### config.mk
export PLATFORM = sky130hd
export DESIGN_NAME = uart_frame_arbiter
export DESIGN_NICKNAME = d
export VERILOG_FILES = /design/src/rtl/uart_frame_arbiter.sv
export SDC_FILE = /design/constraint.sdc
export NUM_CORES = 1
export LEC_CHECK = 0
export ABC_CLOCK_PERIOD_IN_PS = 3500
export CORE_MARGIN = 4
export CORE_UTILIZATION = 54
export DETAILED_ROUTE_END_ITERATION = 8
export GPL_ROUTABILITY_DRIVEN = 0
export PLACE_DENSITY = 0.85
export SLEW_MARGIN = 20
export SYNTH_ARGS = -nofsm -noshare
export SYNTH_HDL_FRONTEND = slang
export SYNTH_SLANG_ARGS = --single-unit
### constraint.sdc
create_clock -name clk -period 3.5 [get_ports clk]
set_input_delay 0.7 -clock clk [delete_from_list [all_inputs] [get_ports clk]]
set_output_delay 0.7 -clock clk [all_outputs]
set_load 0.01 [all_outputs]
### src/rtl/uart_frame_arbiter.sv
// Round-robin arbiter that frames byte streams from NUM_SRC sources as
// SYNC, index, payload, XOR checksum and issues them to a UART serializer.
module uart_frame_arbiter #(
  parameter int unsigned NUM_SRC   = 4,
  parameter int unsigned MAX_LEN   = 64,
  parameter logic [7:0]  SYNC_BYTE = 8'hA5
) (
  input  logic                   clk,
  input  logic                   rst_n,
  input  logic                   en_i,
  input  logic [NUM_SRC-1:0]     src_valid_i,
  input  logic [8*NUM_SRC-1:0]   src_data_i,
  input  logic [NUM_SRC-1:0]     src_last_i,
  output logic [NUM_SRC-1:0]     src_ready_o,
  output logic [NUM_SRC-1:0]     grant_o,
  output logic                   tx_start_o,
  output logic [7:0]             tx_data_o,
  input  logic                   tx_finish_i,
  output logic                   busy_o,
  output logic                   trunc_o
);

  localparam int unsigned        IDX_W    = $clog2(NUM_SRC);
  localparam logic [7:0]         MAX_CNT  = 8'(MAX_LEN);
  localparam logic [NUM_SRC-1:0] ONE_HOT0 = NUM_SRC'(1);
  localparam logic [IDX_W-1:0]   LAST_IDX = IDX_W'(NUM_SRC - 1);

  typedef enum logic [3:0] {
    S_IDLE,
    S_ARB,
    S_SYNC_ISS,
    S_SYNC_WAIT,
    S_ID_ISS,
    S_ID_WAIT,
    S_PAY_ISS,
    S_PAY_WAIT,
    S_CHK_ISS,
    S_CHK_WAIT
  } state_e;

  state_e             state_q;
  logic [IDX_W-1:0]   rr_q;
  logic [IDX_W-1:0]   gidx_q;
  logic [NUM_SRC-1:0] grant_q;
  logic [NUM_SRC-1:0] src_ready_q;
  logic               tx_start_q;
  logic [7:0]         tx_data_q;
  logic               busy_q;
  logic               trunc_q;
  logic [7:0]         cnt_q;
  logic [7:0]         chk_q;
  logic               last_q;
  logic [1:0]         wcnt_q;

  logic               found_c;
  logic [IDX_W-1:0]   win_c;
  logic               gvalid_c;
  logic               glast_c;
  logic [7:0]         gdata_c;
  logic               wait_done_c;

  // Round-robin search from rr_q; lowest rotated offset wins.
  always_comb begin
    int idx;
    found_c = 1'b0;
    win_c   = '0;
    idx     = 0;
    for (int k = NUM_SRC - 1; k >= 0; k--) begin
      idx = int'(rr_q) + k;
      if (idx >= int'(NUM_SRC)) idx = idx - int'(NUM_SRC);
      if (src_valid_i[IDX_W'(idx)]) begin
        found_c = 1'b1;
        win_c   = IDX_W'(idx);
      end
    end
  end

  assign gvalid_c = src_valid_i[gidx_q];
  assign glast_c  = src_last_i[gidx_q];
  assign gdata_c  = src_data_i[{gidx_q, 3'b000} +: 8];

  // tx_finish is stale on the tx_start cycle and the one after; look from the second cycle on.
  assign wait_done_c = (wcnt_q == 2'd2) && tx_finish_i;

  always_ff @(posedge clk or negedge rst_n) begin
    if (!rst_n) begin
      state_q     <= S_IDLE;
      rr_q        <= '0;
      gidx_q      <= '0;
      grant_q     <= '0;
      src_ready_q <= '0;
      tx_start_q  <= 1'b0;
      tx_data_q   <= 8'h00;
      busy_q      <= 1'b0;
      trunc_q     <= 1'b0;
      cnt_q       <= 8'h00;
      chk_q       <= 8'h00;
      last_q      <= 1'b0;
      wcnt_q      <= 2'd0;
    end else begin
      tx_start_q  <= 1'b0;
      src_ready_q <= '0;
      trunc_q     <= 1'b0;
      if (wcnt_q != 2'd2) wcnt_q <= wcnt_q + 2'd1;

      unique case (state_q)
        S_IDLE: begin
          if (en_i && (|src_valid_i)) begin
            state_q <= S_ARB;
            busy_q  <= 1'b1;
          end
        end
        S_ARB: begin
          cnt_q <= 8'h00;
          if (found_c) begin
            grant_q <= ONE_HOT0 << win_c;
            gidx_q  <= win_c;
            rr_q    <= (win_c == LAST_IDX) ? '0 : win_c + IDX_W'(1);
            state_q <= S_SYNC_ISS;
          end else begin
            state_q <= S_IDLE;
            busy_q  <= 1'b0;
          end
        end
        S_SYNC_ISS: begin
          tx_data_q  <= SYNC_BYTE;
          tx_start_q <= 1'b1;
          wcnt_q     <= 2'd0;
          state_q    <= S_SYNC_WAIT;
        end
        S_SYNC_WAIT: begin
          if (wait_done_c) state_q <= S_ID_ISS;
        end
        S_ID_ISS: begin
          tx_data_q  <= 8'(gidx_q);
          chk_q      <= 8'(gidx_q);
          tx_start_q <= 1'b1;
          wcnt_q     <= 2'd0;
          state_q    <= S_ID_WAIT;
        end
        S_ID_WAIT: begin
          if (wait_done_c) state_q <= S_PAY_ISS;
        end
        S_PAY_ISS: begin
          // Ready, issue and capture share the cycle; the source pops on ready.
          if (gvalid_c) begin
            src_ready_q <= ONE_HOT0 << gidx_q;
            tx_data_q   <= gdata_c;
            tx_start_q  <= 1'b1;
            chk_q       <= chk_q ^ gdata_c;
            cnt_q       <= cnt_q + 8'd1;
            last_q      <= glast_c;
            wcnt_q      <= 2'd0;
            state_q     <= S_PAY_WAIT;
          end
        end
        S_PAY_WAIT: begin
          if (wait_done_c) begin
            if (last_q) begin
              state_q <= S_CHK_ISS;
            end else if (cnt_q == MAX_CNT) begin
              state_q <= S_CHK_ISS;
              trunc_q <= 1'b1;
            end else begin
              state_q <= S_PAY_ISS;
            end
          end
        end
        S_CHK_ISS: begin
          tx_data_q  <= chk_q;
          tx_start_q <= 1'b1;
          wcnt_q     <= 2'd0;
          state_q    <= S_CHK_WAIT;
        end
        S_CHK_WAIT: begin
          if (wait_done_c) begin
            grant_q <= '0;
            if (en_i && (|src_valid_i)) begin
              state_q <= S_ARB;
            end else begin
              state_q <= S_IDLE;
              busy_q  <= 1'b0;
            end
          end
        end
        default: begin
          state_q <= S_IDLE;
          grant_q <= '0;
          busy_q  <= 1'b0;
        end
      endcase
    end
  end

  assign src_ready_o = src_ready_q;
  assign grant_o     = grant_q;
  assign tx_start_o  = tx_start_q;
  assign tx_data_o   = tx_data_q;
  assign busy_o      = busy_q;
  assign trunc_o     = trunc_q;

endmodule

==> metrics <==
asr flop ratio synth=100%; clock root buffer=clkbuf_8; number of port buffers=62; clk buf depth=2; post-route ant nets=0; CP Capture Point=busy_o; GR Util met1=27.0%; cts bufs inserted=5; clk_skew=0.00797 ns; endpoints failing hold=0; DR pass1 iterations=4; Final HPWL DP=4750 µm; final wirelength=6430 µm; most frequent cells after synthesis=46 x dfrtp_1, 40 x nand2_1, 27 x nor2_1, 16 x inv_1, 13 x o21ai_0; routed len/inst=16.2 µm; Synth top area share=42.1%; io pins=63; Post-CTS Resized=0; f_max=403 MHz; Post-CTS Setup Repair Bufs=0; endpoint class of the critical path=register; Avg Inst Size Synth=9.93 µm²; CP top delay family=simple AND/OR/NAND/NOR gates; synth top area cells=dfrtp_1 42%, mux4_2 8.2%, nand2_1 5.5%; mux share of post-synthesis cell area=10.2%; most frequent cell after synthesis=dfrtp_1; Max IR drop VDD=0.409 mV; die height=79.1 µm; WP data arrival=2.67 ns; CTS sink count=46; CTS tree=done; initial antenna violation count=0; Starting Density=56.7%; Slew Viols, Final=0; Crit path depth=6; total negative slack=0 ns; crit path kind=in2reg; ANT cells=0; Post-Synth Simple-Gate Area=20.3%; Critical Path Start Type=primary input; clock transition at the registers of the reported paths=0.08 ns; Worst R2R End=wcnt_q[0]; first-pass GRT wire length=10700 µm; relative slew slack=51.3%; # fillers=370; Design Area, Final=3450 µm²; critical path's slowest cell=or4_4; Cell variety after synth=57; fin crit share=70.9%; layout cells sized above 1=10.9%; vias in the first global route=2235; Hold Crit Class=in2async; chip width=79.1 µm; Cells after Synth=275; worst reg2reg path startpoint=gidx_q[0]; syn nets=327; status=finished, final reports clean; total power=2650 µW; DRC viols=0; final core utilization=71.6%; leakage power=0.00144 µW; Tmin final=2.48 ns; 1st-iter DRT viols=187; Critical Path Source=src_valid_i[1]; Synth Area in Adders=3.66%; fin nets=382; area post-placement=3340 µm²; vias per inst=5.69; critical path buffer and inverter count=1; worst r2r path cells=4; hold-fix buffers at CTS=0; number of synthesized flops with an enable pin=0; Core Area=4820 µm²; P&R area growth vs syn=26.3%; largest family of logic cells by synthesized area=simple AND/OR/NAND/NOR gates; worst-skew pair later-pin latency=0.30 ns; fin cells=398; grt peak-use layer=met2; dpl cells=390; compound-cell area share of the yosys netlist=14.4%; actual slew at the worst max-slew pin=0.729 ns; synthesized area=2730 µm²; met2 Track Usage GR=37.5%; # rows=25; met3 Usage GRT=4.31%; CP peak stage delay=0.61 ns; routed vias=2265; sequence of cells on the critical path=clkdlybuf4s50_1, or4_4, nand2_2, mux2i_1, a221oi_2, mux2_1; unrepaired setup endpoints after global routing=no; Reg2Reg Setup Slack=1.12 ns; Synth Register Bits=46; largest net degree at the start of global routing=47; htree depth=2; total congestion overflow=0; Req. time, crit path=3.68 ns; Global Route Usage Sum=21.8%; Setup violations, final=0; Synth Area in XOR/XNOR=3.53%; full die area=6260 µm²; YS warnings=0; biggest area consumer among synthesized cells=dfrtp_1; Most used DFF post-synth=dfrtp_1; register area share after synthesis=42.1%; P per Cell Area=769 nW/µm²; Max Cap Violations=0; CP max FO=5
==> cell type report <==
type	instances	area, µm²	share of cell area, %
Clock buffer	6	72.6	2.10
Clock inverter	2	37.5	1.09
Inverter	17	63.8	1.85
Multi-Input combinational cell	198	1420	41.2
Sequential cell	46	1150	33.4
Tap cell	67	83.8	2.43
Timing Repair Buffer	62	618	17.9
==> routing by layer <==
| metal | vias to the layer above | routed length [µm] |
|---|---|---|
| met3 | 15 | 405 |
| met4 | 0 | 159 |
| met5 | - | 0 |
| met2 | 92 | 3260 |
| li1 | 1078 | - |
| met1 | 1080 | 2610 |
==> sequential cells by signal (all words and copies together), names as in the netlist <==
| name | count |
|---|---|
| rr_q | 2 |
| last_q | 1 |
| gidx_q | 2 |
| src_ready_o | 4 |
| state_q | 4 |
| tx_start_o | 1 |
| tx_data_o | 8 |
| busy_o | 1 |
| chk_q | 8 |
| wcnt_q | 2 |
| grant_o | 4 |
| cnt_q | 8 |
| trunc_o | 1 |
==> cells by family (layout without fill, tap and decap cells) <==
group           after synthesis  after routing
flops                        46             46
mux                          15             15
buf+inv                      31             87
xor+xnor                     11             11
fa+ha+maj                     8              8
simple gates                107            107
compound gates               57             57
==> layout by cell type, fill, tap and decap left out, types with 9 or more instances in the layout <==
cell and instances:
clkdlybuf4s50_1 61, dfrtp_1 46, nand2_1 40, nor2_1 27, inv_1 16, o21ai_0 13, o22ai_1 11, mux4_2 10
a21oi_1 9
==> power by group <==
group	internal [µW]	switching, µW	leakage, µW
Sequential	707	267	0.000597
Combinational	616	671	0.000796
Clock	213	180	0.0000514
Total	1540	1120	0.00144
==> worst min-delay path by stage <==
stage	cells after the start	end	slack, ns	startpoint
floorplan	0	busy_o	0.40	rst_n
global placement	2	grant_o[1]	0.47	grant_o[1]
detailed placement	2	grant_o[0]	0.48	grant_o[0]
CTS	2	grant_o[0]	0.51	grant_o[0]
global route	1	grant_o[0]	0.43	rst_n
finish	1	grant_o[0]	0.38	rst_n
==> metrics by stage <==
stage                     hold WS, ns  setup slack [ns]
after floorplan                 0.404              1.37
after CTS                       0.507              1.04
after global placement          0.469             0.802
final                           0.385              1.02
after global routing            0.428             0.921
after detailed placement        0.478             0.719
Note: power is estimated with default switching activity, not from simulation.
